[src/rtl/pstore_sequencer_if.sv]
// Control bundle between the pStore sequencer and its datapath/host; sequencer uses the slave view.
interface pstore_sequencer_if #(
    parameter int CNT_W = 10
);
    logic             start;
    logic             abort;
    logic             in_valid;
    logic             in_ready;
    logic             acc_en;
    logic             acc_clr;
    logic [CNT_W-1:0] weight_addr;
    logic             sum_valid;
    logic             sum_ready;
    logic             busy;
    logic             done;
    logic             start_err;

    modport master (
        output start, abort, in_valid, sum_ready,
        input  in_ready, acc_en, acc_clr, weight_addr, sum_valid, busy, done, start_err
    );

    modport slave (
        input  start, abort, in_valid, sum_ready,
        output in_ready, acc_en, acc_clr, weight_addr, sum_valid, busy, done, start_err
    );
endinterface

[src/rtl/pstore_sequencer.sv]
// Sequences one pStore pass: clear, accumulate N_INPUTS inputs, settle, present; N_INPUTS+3 cycles minimum.
// Inputs stall on in_valid=0; sum_valid holds until sum_ready; abort wins over every other request.
module pstore_sequencer #(
    parameter int N_INPUTS = 784,
    parameter int CNT_W    = 10
) (
    input logic               clk,
    input logic               clr,
    pstore_sequencer_if.slave bus
);
    typedef enum logic [2:0] {
        S_IDLE    = 3'd0,
        S_CLEAR   = 3'd1,
        S_ACCUM   = 3'd2,
        S_SETTLE  = 3'd3,
        S_PRESENT = 3'd4,
        S_ABORT   = 3'd5
    } state_t;

    localparam logic [CNT_W-1:0] LAST = CNT_W'(N_INPUTS - 1);

    state_t           state_q, state_d;
    logic [CNT_W-1:0] cnt_q, cnt_d;
    logic             done_q, done_d;
    logic             start_err_q, start_err_d;
    logic             accept;
    logic             release_ok;

    assign accept     = (state_q == S_ACCUM) && bus.in_valid && !bus.abort;
    assign release_ok = (state_q == S_PRESENT) && bus.sum_ready && !bus.abort;

    always_ff @(posedge clk) begin
        if (!clr) begin
            state_q     <= S_IDLE;
            cnt_q       <= '0;
            done_q      <= 1'b0;
            start_err_q <= 1'b0;
        end else begin
            state_q     <= state_d;
            cnt_q       <= cnt_d;
            done_q      <= done_d;
            start_err_q <= start_err_d;
        end
    end

    always_comb begin
        state_d     = state_q;
        cnt_d       = cnt_q;
        done_d      = release_ok;
        start_err_d = bus.start && (state_q != S_IDLE) && !release_ok;

        case (state_q)
            S_IDLE:    if (bus.start) state_d = S_CLEAR;
            S_CLEAR:   state_d = S_ACCUM;
            S_ACCUM:   if (accept && cnt_q == LAST) state_d = S_SETTLE;
            S_SETTLE:  state_d = S_PRESENT;
            S_PRESENT: if (bus.sum_ready) state_d = bus.start ? S_CLEAR : S_IDLE;
            S_ABORT:   state_d = S_IDLE;
            default:   state_d = S_IDLE;
        endcase

        // Abort reuses a clear cycle but returns to IDLE instead of ACCUM.
        if (bus.abort && state_q != S_IDLE && state_q != S_ABORT) begin
            state_d = S_ABORT;
        end

        if (state_q == S_CLEAR || state_q == S_ABORT) begin
            cnt_d = '0;
        end else if (accept) begin
            cnt_d = (cnt_q == LAST) ? '0 : cnt_q + 1'b1;
        end
    end

    always_comb begin
        bus.in_ready    = 1'b0;
        bus.acc_en      = 1'b0;
        bus.acc_clr     = 1'b0;
        bus.weight_addr = '0;
        bus.sum_valid   = 1'b0;
        bus.busy        = 1'b0;
        bus.done        = 1'b0;
        bus.start_err   = 1'b0;

        // Outputs are forced quiet while clr is low, even before the first edge.
        if (clr) begin
            case (state_q)
                S_CLEAR, S_ABORT: bus.acc_clr = 1'b1;
                S_ACCUM: begin
                    bus.in_ready    = !bus.abort;
                    bus.acc_en      = accept;
                    bus.weight_addr = cnt_q;
                end
                S_PRESENT: bus.sum_valid = 1'b1;
                default: ;
            endcase
            bus.busy      = (state_q != S_IDLE);
            bus.done      = done_q;
            bus.start_err = start_err_q;
        end else begin
            bus.acc_clr = 1'b1;
        end
    end
endmodule

[src/flat_wrapper.sv]
// flat-port wrapper written by rule: the top's interface ports become plain ports
module pstore_sequencer_flat 
#(
    parameter int N_INPUTS = 784,
    parameter int CNT_W    = 10
)
  (clk, clr, bus_start, bus_abort, bus_in_valid, bus_sum_ready, bus_in_ready, bus_acc_en, bus_acc_clr, bus_weight_addr, bus_sum_valid, bus_busy, bus_done, bus_start_err);
  pstore_sequencer_if #(.CNT_W(CNT_W)) bus_i ();
  input logic clk;
  input logic clr;
  input wire logic [$bits(bus_i.start)-1:0] bus_start;
  input wire logic [$bits(bus_i.abort)-1:0] bus_abort;
  input wire logic [$bits(bus_i.in_valid)-1:0] bus_in_valid;
  input wire logic [$bits(bus_i.sum_ready)-1:0] bus_sum_ready;
  output wire logic [$bits(bus_i.in_ready)-1:0] bus_in_ready;
  output wire logic [$bits(bus_i.acc_en)-1:0] bus_acc_en;
  output wire logic [$bits(bus_i.acc_clr)-1:0] bus_acc_clr;
  output wire logic [$bits(bus_i.weight_addr)-1:0] bus_weight_addr;
  output wire logic [$bits(bus_i.sum_valid)-1:0] bus_sum_valid;
  output wire logic [$bits(bus_i.busy)-1:0] bus_busy;
  output wire logic [$bits(bus_i.done)-1:0] bus_done;
  output wire logic [$bits(bus_i.start_err)-1:0] bus_start_err;
  assign bus_i.start = bus_start;
  assign bus_i.abort = bus_abort;
  assign bus_i.in_valid = bus_in_valid;
  assign bus_i.sum_ready = bus_sum_ready;
  assign bus_in_ready = bus_i.in_ready;
  assign bus_acc_en = bus_i.acc_en;
  assign bus_acc_clr = bus_i.acc_clr;
  assign bus_weight_addr = bus_i.weight_addr;
  assign bus_sum_valid = bus_i.sum_valid;
  assign bus_busy = bus_i.busy;
  assign bus_done = bus_i.done;
  assign bus_start_err = bus_i.start_err;
  pstore_sequencer #(.N_INPUTS(N_INPUTS), .CNT_W(CNT_W)) u_core (.clk(clk), .clr(clr), .bus(bus_i));
endmodule
[config.mk]
export PLATFORM = sky130hd
export DESIGN_NAME = pstore_sequencer_flat
export DESIGN_NICKNAME = d
export VERILOG_FILES = /design/src/rtl/pstore_sequencer_if.sv /design/src/rtl/pstore_sequencer.sv /design/src/flat_wrapper.sv
export SDC_FILE = /design/constraint.sdc
export NUM_CORES = 1
export LEC_CHECK = 0
export ABC_AREA = 0
export CAP_MARGIN = 20
export CORE_ASPECT_RATIO = 0.7
export CORE_MARGIN = 5
export CORE_UTILIZATION = 45
export DETAILED_ROUTE_END_ITERATION = 7
export PLACE_DENSITY = 0.77
export SLEW_MARGIN = 20
export SYNTH_ARGS = -nofsm -noshare
export SYNTH_HDL_FRONTEND = slang
export SYNTH_SLANG_ARGS = --single-unit
[constraint.sdc]
create_clock -name clk -period 4.8 [get_ports clk]
set_input_delay 0.96 -clock clk [delete_from_list [all_inputs] [get_ports clk]]
set_output_delay 0.96 -clock clk [all_outputs]
set_load 0.03 [all_outputs]
==> results.cfg <==
[worst_setup_path]
crit_top_cell = clkdlybuf4s50_1
critPathMaxStageDelay_ps = 780
crit_type = in -> out
crit_required_ps = 3840
worstPathCellList = clkdlybuf4s50_1 -> nand2_1 -> nor2_1 -> clkdlybuf4s50_1
worstPathMaxFanout = 20
cp_top_family = buffers and inverters
critPathSlowestCell = clkdlybuf4s50_1
crit_arrival_ps = 2760
crit_buf_inv = 2
worst_setup_path_start_kind = input port
end_kind = output port

[timing]
layout_min_cycle_time_ps = 3720
min_period_over_period_pct = 77.6
rsz0062_at_grt = no
slew_headroom_pct = 33.3
finalMaxSlewViolations = 0
hold_viol_final = 0
fmax_ghz = 0.269
setup_viol = 0
worst_pin_slew_ps = 999
whs_ps = 521
tns_ps = 0
fin_skew_ps = 3.14

[floorplan]
io_pins = 23
dieArea_sq_um = 2870
initial_core_util_pct = 46.7
die_h_um = 46.4
die_x_um = 62.0
fp.coreArea_sq_um = 1820
rows = 13

[logic_synthesis]
synth_area_leaders = dfxtp_1, xnor2_1, and3_1
postSynthCellCount = 107
synth_common_cells = dfxtp_1, nor2_1, and3_1, xnor2_1, o21ai_0
ys_warn_count = 0
yosys.area.top_type = dfxtp_1
synth_area_per_cell_sq_um = 7.95
synth_edf_count = 0
synth_area_sq_um = 851
ys_ff_latch = 15
synth_cell_types = 35
synthArstFlopShare_pct = 0
yosysTopAreaCellShare_pct = 35.3
ys.flop_type = dfxtp_1
seq_area_frac_synth_pct = 35.3
synth_fp_nets = 114

[route]
first_pass_iters = 4
initialDrtViolationCount = 44
ant_nets = 0
detail_route.wl_per_cell_um = 13.3
via_count = 849
via_per_inst = 5.70
finalWirelength_mm = 1.99
drc = 0

[power]
powerDensity_nw_per_um2 = 237
leakage_nw = 0.385
combPwrFrac_pct = 19.6
vdd_ir_drop_max_v = 0.000196
sequentialPowerShare_pct = 52.6
internal_power_mw = 0.182
p_sw_mw = 0.0775
clkPwrFrac_pct = 27.8
p_sw_share_pct = 29.8

[layout]
antenna_cells = 0
area_growth_pct = 28.7
stdcell_area_sq_um = 1090
layout-drive-gt1-share_pct = 3.94
nets = 135

[clock_network]
tritoncts = yes
cts-buffers-inserted = 3
clk_pin_slew_ps = 90
numClockSinks = 15
cts_hold_buf = 0
clk_latency_ps = 280
cts_buffer_depth = 2
post_cts_resized = 0
h-tree-depth = 1
root_buffer = clkbuf_4
post_cts.repair.setup_buffers = 0

[min_path]
hold_class = reg -> reg

[global_route]
grt_util_all_layers_pct = 15.4
grt_pass1_vias = 723
overflow = 0
grt_max_degree = 21
antenna_found_initial = 0
grt_pass1_wl_mm = 3.28

[place]
portBuffers = 22
placedInstanceArea_sq_um = 1070
place_hpwl_mm = 1.51
gp_congestion = 0.883

[run]
drv_cap = 0

[run_status]
status = finished, final reports clean
-- kinds of logic (layout without fill, tap and decap cells) --
family          Yosys count  in the layout  share of synthesized area [%]
compound gates           17             17                           12.8
xor+xnor                  9              9                           9.27
fa+ha+maj                 1              1                           1.47
buf+inv                   9             29                           4.85
simple gates             56             56                           36.3
flops                    15             15                           35.3
-- layout by cell type, fill, tap and decap left out, types with 2 or more instances in the layout --
cell type	n
dfxtp_1	15
clkdlybuf4s50_1	22
nor4_1	2
a21oi_1	3
nor3b_1	2
inv_1	3
nor2_1	15
nor2b_1	2
clkbuf_4	3
and2_1	2
nand3_1	4
nor3_1	5
nand4_1	2
xnor2_1	8
o21ai_0	6
nand2_1	4
and3_1	10
-- layer usage --
layer | track usage [%] | up-vias | routed length, um | share of wire [%]
li1 | - | 419 | - | -
met1 | 21.4 | 392 | 925 | 47
met2 | 23.1 | 36 | 874 | 44
met3 | 5.32 | 2 | 171 | 8.6
met4 | 2.54 | 0 | 13 | 0.65
met5 | 0 | - | 0 | 0
-- stage by stage --
stage                     total power [mW]  utilization [%]  setup WS (ps)  std cells
after floorplan                      0.173                -           2100        107
after global placement               0.190             58.7           1100        145
after detailed placement             0.190             58.7           1060        145
after CTS                            0.263             60.1           1070        149
after global routing                 0.276             60.1            920        149
final                                0.260             60.1           1080        149
-- power by group through the flow --
stage | registers (mW) | logic (mW) | clock network [mW]
after floorplan | 0.137 | 0.0369 | 0
after global placement | 0.140 | 0.0501 | 0
after detailed placement | 0.140 | 0.0507 | 0
after CTS | 0.137 | 0.0509 | 0.0754
after global routing | 0.138 | 0.0556 | 0.0826
final | 0.137 | 0.0510 | 0.0722
-- flip-flops by register name (all words and copies together), names as in the netlist --
name                flops
u_core.cnt_q           10
u_core.done_q           1
u_core.start_err_q      1
u_core.state_q          3
-- tightest hold or removal path, cell delays in order, from the launching register on --
cell     delay [ps]
dfxtp_1         340
o21ai_0          80
a21oi_1          60
-- worst paths after layout --
path	end	from	cells after the start	slack, ps
worst min register to register	u_core.cnt_q[1]	u_core.cnt_q[1]	2	520
worst max-delay path	bus_in_ready	clr	4	1080
worst max register to register	u_core.cnt_q[9]	u_core.state_q[1]	4	2740
worst min-delay path	u_core.cnt_q[1]	u_core.cnt_q[1]	2	520
-- area by class of cell --
cell class / instances / area, sq um
Timing Repair Buffer: 22 / 220
Fill cell: 169 / 727
Multi-Input combinational cell: 83 / 509
Tap cell: 22 / 27.5
Clock buffer: 4 / 26.3
Inverter: 3 / 11.3
Sequential cell: 15 / 300
Power figures use the tool's default switching activity.
